File: src/rtl/reg_load_arbiter.sv
// Round-robin arbiter that sequences one-cycle loads into a shared
// DFlop register bank and counts the loads it completes.
module reg_load_arbiter #(
   parameter int N = 4,
   parameter int W = 8
) (
   input  logic           clk,
   input  logic           arst,
   input  logic [N-1:0]   req,
   input  logic [N*W-1:0] wdata,
   output logic [N-1:0]   grant,
   output logic           eload,
   output logic [W-1:0]   dload,
   output logic [N-1:0]   ack,
   output logic           busy,
   output logic [7:0]     load_cnt
);
   localparam int IW = $clog2(N);

   typedef enum logic [1:0] {IDLE, GRANT, LOAD, ACK} state_t;

   state_t        state, state_n;
   logic [IW-1:0] last, last_n;
   logic [IW-1:0] win, win_n;
   logic [IW-1:0] pick;
   logic [IW:0]   idx;
   logic          found;
   logic [N-1:0]  grant_n, ack_n;
   logic          eload_n, busy_n;
   logic [W-1:0]  dload_n;
   logic [7:0]    cnt_n;

   function automatic logic [N-1:0] onehot(input logic [IW-1:0] i);
      onehot    = '0;
      onehot[i] = 1'b1;
   endfunction

   // Scan from last+1 with an explicit modulo-N wrap.
   always_comb begin
      pick  = '0;
      found = 1'b0;
      idx   = '0;
      for (int k = 0; k < N; k++) begin
         idx = (IW+1)'(last) + (IW+1)'(k + 1);
         if (idx >= (IW+1)'(N))
            idx = idx - (IW+1)'(N);
         if (!found && req[idx[IW-1:0]]) begin
            found = 1'b1;
            pick  = idx[IW-1:0];
         end
      end
   end

   always_ff @(posedge clk or posedge arst) begin
      if (arst) begin
         state    <= IDLE;
         grant    <= '0;
         eload    <= 1'b0;
         dload    <= '0;
         ack      <= '0;
         busy     <= 1'b0;
         load_cnt <= '0;
         last     <= IW'(N - 1);
         win      <= '0;
      end else begin
         state    <= state_n;
         grant    <= grant_n;
         eload    <= eload_n;
         dload    <= dload_n;
         ack      <= ack_n;
         busy     <= busy_n;
         load_cnt <= cnt_n;
         last     <= last_n;
         win      <= win_n;
      end
   end

   always_comb begin
      state_n = state;
      unique case (state)
         IDLE:    if (found) state_n = GRANT;
         GRANT:   state_n = req[win] ? LOAD : IDLE;
         LOAD:    state_n = ACK;
         ACK:     state_n = IDLE;
         default: state_n = IDLE;
      endcase
   end

   // Next values for the registered outputs.
   always_comb begin
      grant_n = grant;
      eload_n = 1'b0;
      dload_n = dload;
      ack_n   = '0;
      cnt_n   = load_cnt;
      last_n  = last;
      win_n   = win;
      busy_n  = (state_n != IDLE);
      unique case (state)
         IDLE: begin
            if (found) begin
               win_n   = pick;
               grant_n = onehot(pick);
            end
         end
         GRANT: begin
            if (req[win]) begin
               dload_n = wdata[int'(win)*W +: W];
               eload_n = 1'b1;
            end else begin
               grant_n = '0;
            end
         end
         LOAD: begin
            ack_n  = onehot(win);
            cnt_n  = load_cnt + 8'd1;
            last_n = win;
         end
         ACK:     grant_n = '0;
         default: grant_n = '0;
      endcase
   end
endmodule

File: config.mk
export PLATFORM = sky130hd
export DESIGN_NAME = reg_load_arbiter
export DESIGN_NICKNAME = d
export VERILOG_FILES = /design/src/rtl/reg_load_arbiter.sv
export SDC_FILE = /design/constraint.sdc
export NUM_CORES = 1
export LEC_CHECK = 0
export CELL_PAD_IN_SITES_DETAIL_PLACEMENT = 2
export CELL_PAD_IN_SITES_GLOBAL_PLACEMENT = 2
export CORE_ASPECT_RATIO = 1.2
export CORE_MARGIN = 1.5
export CORE_UTILIZATION = 29
export DETAILED_ROUTE_END_ITERATION = 7
export GPL_TIMING_DRIVEN = 0
export PLACE_DENSITY_LB_ADDON = 0.1
export SLEW_MARGIN = 10
export SYNTH_ARGS = -nofsm -noshare
export SYNTH_HDL_FRONTEND = slang
export SYNTH_SLANG_ARGS = --single-unit
File: constraint.sdc
create_clock -name clk -period 4.5 [get_ports clk]
set_input_delay 0.45 -clock clk [delete_from_list [all_inputs] [get_ports clk]]
set_output_delay 0.45 -clock clk [all_outputs]
set_load 0.1 [all_outputs]
# [Word-level counts from Yosys, hierarchy flattened]
# Cells that the tools add are included.
[totals] register_bits=32 output_inout_bits=26 wordCells=85
[classes] add_sub_neg=9 order_cmp=12 n_eq_ne=5 n_shift=1 mux=35 n_reduce_logical=14
[op_table] operator="32-bit by 6-bit variable part select with 8-bit output" n=1
[op_table] operator="2-bit two-way mux" n=10
[op_table] operator="2-bit by 3-bit less-than comparator with 1-bit output (second input constant)" n=6
[op_table] operator="1-bit two-way mux" n=13
[op_table] operator="3-bit >= comparator (second input constant)" n=4
[op_table] operator="4-bit two-way mux" n=3
[op_table] operator="4-bit one-hot mux with 3 select lines" n=1
[op_table] operator="1-bit binary-select mux with 2-bit select" n=5
[op_table] operator="8-bit by 1-bit adder with 8-bit output (second input constant)" n=1
[op_table] operator="2-bit one-hot mux with 4 select lines" n=1
[op_table] operator="2-bit by 1-bit subtractor with 2-bit output (second input constant)" n=4
[op_table] operator="2-bit by 2-bit adder with 3-bit output (second input constant)" n=2
[op_table] operator="1-bit logical AND" n=5
[op_table] operator="1-bit demux with 2-bit select" n=2
[op_table] operator="2-bit == test (second input constant)" n=2
[op_table] operator="2-bit by 1-bit >= comparator with 1-bit output (second input constant)" n=2
[op_table] operator="2-bit inequality test (second input constant)" n=2
[op_table] operator="2-bit AND reduction" n=2
[op_table] operator="2-bit by 1-bit adder with 3-bit output (second input constant)" n=1
[op_table] operator="2-bit by 3-bit adder with 3-bit output (second input constant)" n=1
[op_table] operator="1-bit logical NOT" n=3
[op_table] operator="3-bit AND reduction" n=1
[op_table] operator="3-bit nonzero test" n=1
[op_table] operator="2-bit by 1-bit == test with 1-bit output (second input constant)" n=1
[op_table] operator="other kinds (2)" n=2

# [Depth between registers and ports, before layout]
[logic_depth] ltp_word=21 mapped_depth=6

# [Worst setup path after synthesis]
# OpenSTA, ideal clock, no wires.
[synth_timing] path_kind="register -> register" start="register load_cnt[2]" end="register load_cnt[5]" setup_ns=0.158 arrival_ns=1.587 path_slack_ns=2.755 path_stages_with_launch=5 path_buffers=0 synth_period_minus_slack_ns=1.745 path_cell_list="dfrtp_1 -> nand3_1 -> nor2_1 -> nand3_1 -> xnor2_1"
[synth_via] elab_chain_cells=1
[synth_rtl] item="start: declaration" line="16" source="output logic [7:0] load_cnt"
[synth_rtl] item="start signal: assignment" line="72" source="load_cnt <= cnt_n;"
[synth_rtl] item="8-bit by 1-bit adder with 8-bit output" line="116" source="cnt_n = load_cnt + 8'd1;"
# No other way between the ends.
# A chain may end at the register's enable or synchronous reset.

# [Worst setup path in the final report]
[layout_timing] start="register load_cnt[2]" end="output load_cnt[2]"
# No word-level cell between the ends.

==> results.rst <==
.. list-table::
   :header-rows: 1

   * - Metric
     - Value
   * - Half-perimeter wire length of the detailed placement result
     - 3.34 mm
   * - Sequential-to-total area share from yosys stat
     - 50.5%
   * - Critical path's top delay family
     - buffers and inverters
   * - Reg2reg end
     - dload[2]$_DFFE_PP0P_
   * - Worst min path class
     - reg2reg
   * - Congestion Overflow GR
     - 0
   * - Clock insertion delay at the later pin of the skew report
     - 280 ps
   * - Port Buf Inserts
     - 63
   * - Largest net degree at the start of global routing
     - 33
   * - Effective utilization at floorplan
     - 30.0%
   * - Total number of nets in the final design
     - 229
   * - Clock sink count
     - 32
   * - Maximum number of buffers from clock root to sink
     - 2
   * - Post-synthesis cell type count
     - 35
   * - Number of global-route vias before repair
     - 1451
   * - Final critical-path required period
     - 2350 ps
   * - Fin Clk Skew
     - 3.53 ps
   * - Via density
     - 4.94
   * - Routed wire per std cell
     - 17.8 um
   * - Row count
     - 29
   * - Total count of max-transition violations in the final report
     - 0
   * - Final Wtd Congestion
     - 0.791
   * - Fraction of post-synthesis cell area in the top cell type by area
     - 47.2%
   * - Clock tree root driver cell
     - clkbuf_8
   * - Slowest CP cell
     - clkdlybuf4s50_1
   * - Number of flops mapped to enable cells by yosys
     - 0
   * - Worst Reg-to-Reg Cells
     - 3
   * - Number of warnings issued by yosys
     - 0
   * - Async SR Flop Fraction
     - 100%
   * - Minimum hold slack
     - 481 ps
   * - Maximum clock rate
     - 0.425 GHz
   * - CP Capture Point
     - load_cnt[2]
   * - Global-route wire length before repair
     - 7.45 mm
   * - #FFs+latches synth
     - 32
   * - Die outline width
     - 70.6 um
   * - Kind of launch point of the worst setup path
     - flip-flop
   * - Leading post-synthesis cells by instance count
     - dfrtp_1, nand2_1, mux2_4
   * - Max-cap violations
     - 0
   * - Syn-to-layout area delta
     - 49.3%
   * - Clock slew seen by the registers of the worst setup and hold paths
     - 60 ps
   * - Syn nets
     - 159
   * - Worst Path Buf+Inv
     - 1
   * - Sum of routed wire length over all layers
     - 4.48 mm
   * - Buffer count from post-CTS setup fixing
     - 0
   * - Most common cell in the synthesized netlist
     - dfrtp_1
   * - CP arrival
     - 1900 ps
   * - DRC
     - 0
   * - Met1 track demand over resource
     - 20.3%
   * - Max stage delay on crit path
     - 1170 ps
   * - CP Depth
     - 1
   * - Sort of element at the end of the critical path
     - primary output
   * - Antenna violations before repair
     - 0
   * - Post-Syn Instances
     - 120
   * - Leading register cell type out of synthesis
     - dfrtp_1
   * - Mapped Avg Cell Area
     - 13.3 sq um
   * - Slew Limit Headroom
     - 33.4%
   * - DR pass1 iterations
     - 2
   * - Starting DRT DRC Count
     - 19
   * - Highest fanout seen on the critical path
     - 5
   * - Final-layout fill cell count
     - 554
   * - Cell taking the most area after synthesis
     - dfrtp_1
   * - Via total after detailed routing
     - 1246
   * - Area of the mapped netlist
     - 0.00159 sq mm
   * - DIE AREA
     - 0.00594 sq mm
   * - Required arrival time at the worst endpoint
     - 4050 ps
   * - IO Pins
     - 64
   * - H-tree levels
     - 2
   * - Cell chain of the critical path
     - clkdlybuf4s50_1
   * - Global routing usage summed across all routing layers
     - 15.8%
   * - Met3 routing resource usage after global routing
     - 3.99%
   * - Largest cells by area after synthesis
     - dfrtp_1, mux4_1, mux2_4
   * - Setup repair after global routing missed its margin
     - false
   * - Core region area
     - 0.00530 sq mm
   * - Critical setup path kind
     - reg2out
   * - Critical path origin
     - load_cnt[2]$_DFFE_PP0P_
   * - GRT met2 Usage
     - 27.0%
   * - Proportion of layout cells with a drive suffix above 1
     - 13.2%
   * - RR Startpoint
     - win[1]$_DFFE_PP0P_
   * - TritonCTS clock tree
     - built
   * - CTS Hold Buffers Added
     - 0
   * - Resize count post-CTS
     - 0
   * - Die boundary height
     - 84.1 um
   * - Ratio of final minimum period to clock period
     - 52.3%
   * - # diodes
     - 0
   * - Final setup violation count
     - 0
   * - Setup TNS
     - 0 ps
   * - Final Hold Vio Count
     - 0
   * - Worst R2R Setup Slack
     - 2740 ps
   * - Transition time of the tightest slew-check pin
     - 996 ps
   * - Most crowded layer after global routing
     - met2
   * - Remaining antenna violation count after routing
     - 0
   * - Status
     - completed
   * - Clock buffers created by TritonCTS
     - 5
## worst min path at each step
stage / slack (ps) / startpoint / to / cells past startpoint
6_report: 480 / load_cnt[7]$_DFFE_PP0P_ / load_cnt[7]$_DFFE_PP0P_ / 1
4_1_cts: 490 / load_cnt[7]$_DFFE_PP0P_ / load_cnt[7]$_DFFE_PP0P_ / 1
3_5_place_dp: 480 / load_cnt[7]$_DFFE_PP0P_ / load_cnt[7]$_DFFE_PP0P_ / 1
5_1_grt: 510 / last[0]$_DFFE_PP1P_ / last[0]$_DFFE_PP1P_ / 2
3_3_place_gp: 460 / load_cnt[7]$_DFFE_PP0P_ / load_cnt[7]$_DFFE_PP0P_ / 1
2_1_floorplan: 450 / last[0]$_DFFE_PP1P_ / last[0]$_DFFE_PP1P_ / 2
## sequential cells by signal, summed over array words and instances, names as in the netlist
signal / count
grant: 4
busy: 1
eload: 1
load_cnt: 8
win: 2
last: 2
ack: 4
dload: 8
state: 2
## cell type report
class,instances,area [sq um],area share (%)
multi-input combinational,80,732,30.8
tap,62,77.6,3.27
sequential,32,803,33.8
timing repair buffer,63,631,26.6
buffer,6,47.5,2.00
inverter,2,7.51,0.316
clock buffer,7,76.3,3.21
## metrics by stage
| stage | utilization, % | instance area (sq um) | worst slack, ps | instances |
|---|---|---|---|---|
| 6_report | 44.8 | 2370 | 2150 | 252 |
| 5_1_grt | 44.8 | 2370 | 2100 | 252 |
| 4_1_cts | 44.8 | 2370 | 2140 | 252 |
| 3_5_place_dp | 43.4 | 2300 | 2300 | 245 |
| 3_3_place_gp | 43.4 | 2300 | 2350 | 245 |
| 2_1_floorplan | - | 1590 | 2750 | 120 |
## layer usage
metal	part of all wire (%)	up-vias
met3	4.5	4
met1	43	626
met2	51	39
li1	-	577
met5	0	-
met4	0.80	0
## logic make-up (layout without fill, tap and decap cells)
logic type	count (synthesis)	count (layout)	synth area share, %
XOR/XNOR	7	7	3.86
AO/OA/AOI/OAI	15	15	7.55
multiplexers	17	17	20.7
AND/OR/NAND/NOR	40	40	13.1
buffers and inverters	8	78	3.46
flip-flops	32	32	50.5
adder cells (fa/ha/maj)	1	1	0.787
## layout by cell type, fill, tap and decap left out, drive strengths merged
cell type / count
xnor2: 6
nor2b: 3
and3: 3
or2: 2
nor3b: 2
nand4: 2
mux2i: 1
a211oi: 1
buf: 2
a21oi: 2
clkdlybuf4s50: 63
nand2b: 5
xor2: 1
mux4: 8
dfrtp: 30
inv: 2
nor2: 6
mux2: 8
a211o: 3
nor3: 2
a21bo: 1
o21ai: 2
nand3: 3
ha: 1
dfstp: 2
nand2: 12
a21o: 1
a32o: 4
a311oi: 1
clkbuf: 11
Power is not shown: default switching activity piles up to over one toggle a cycle in this logic, so the estimate is an artifact.
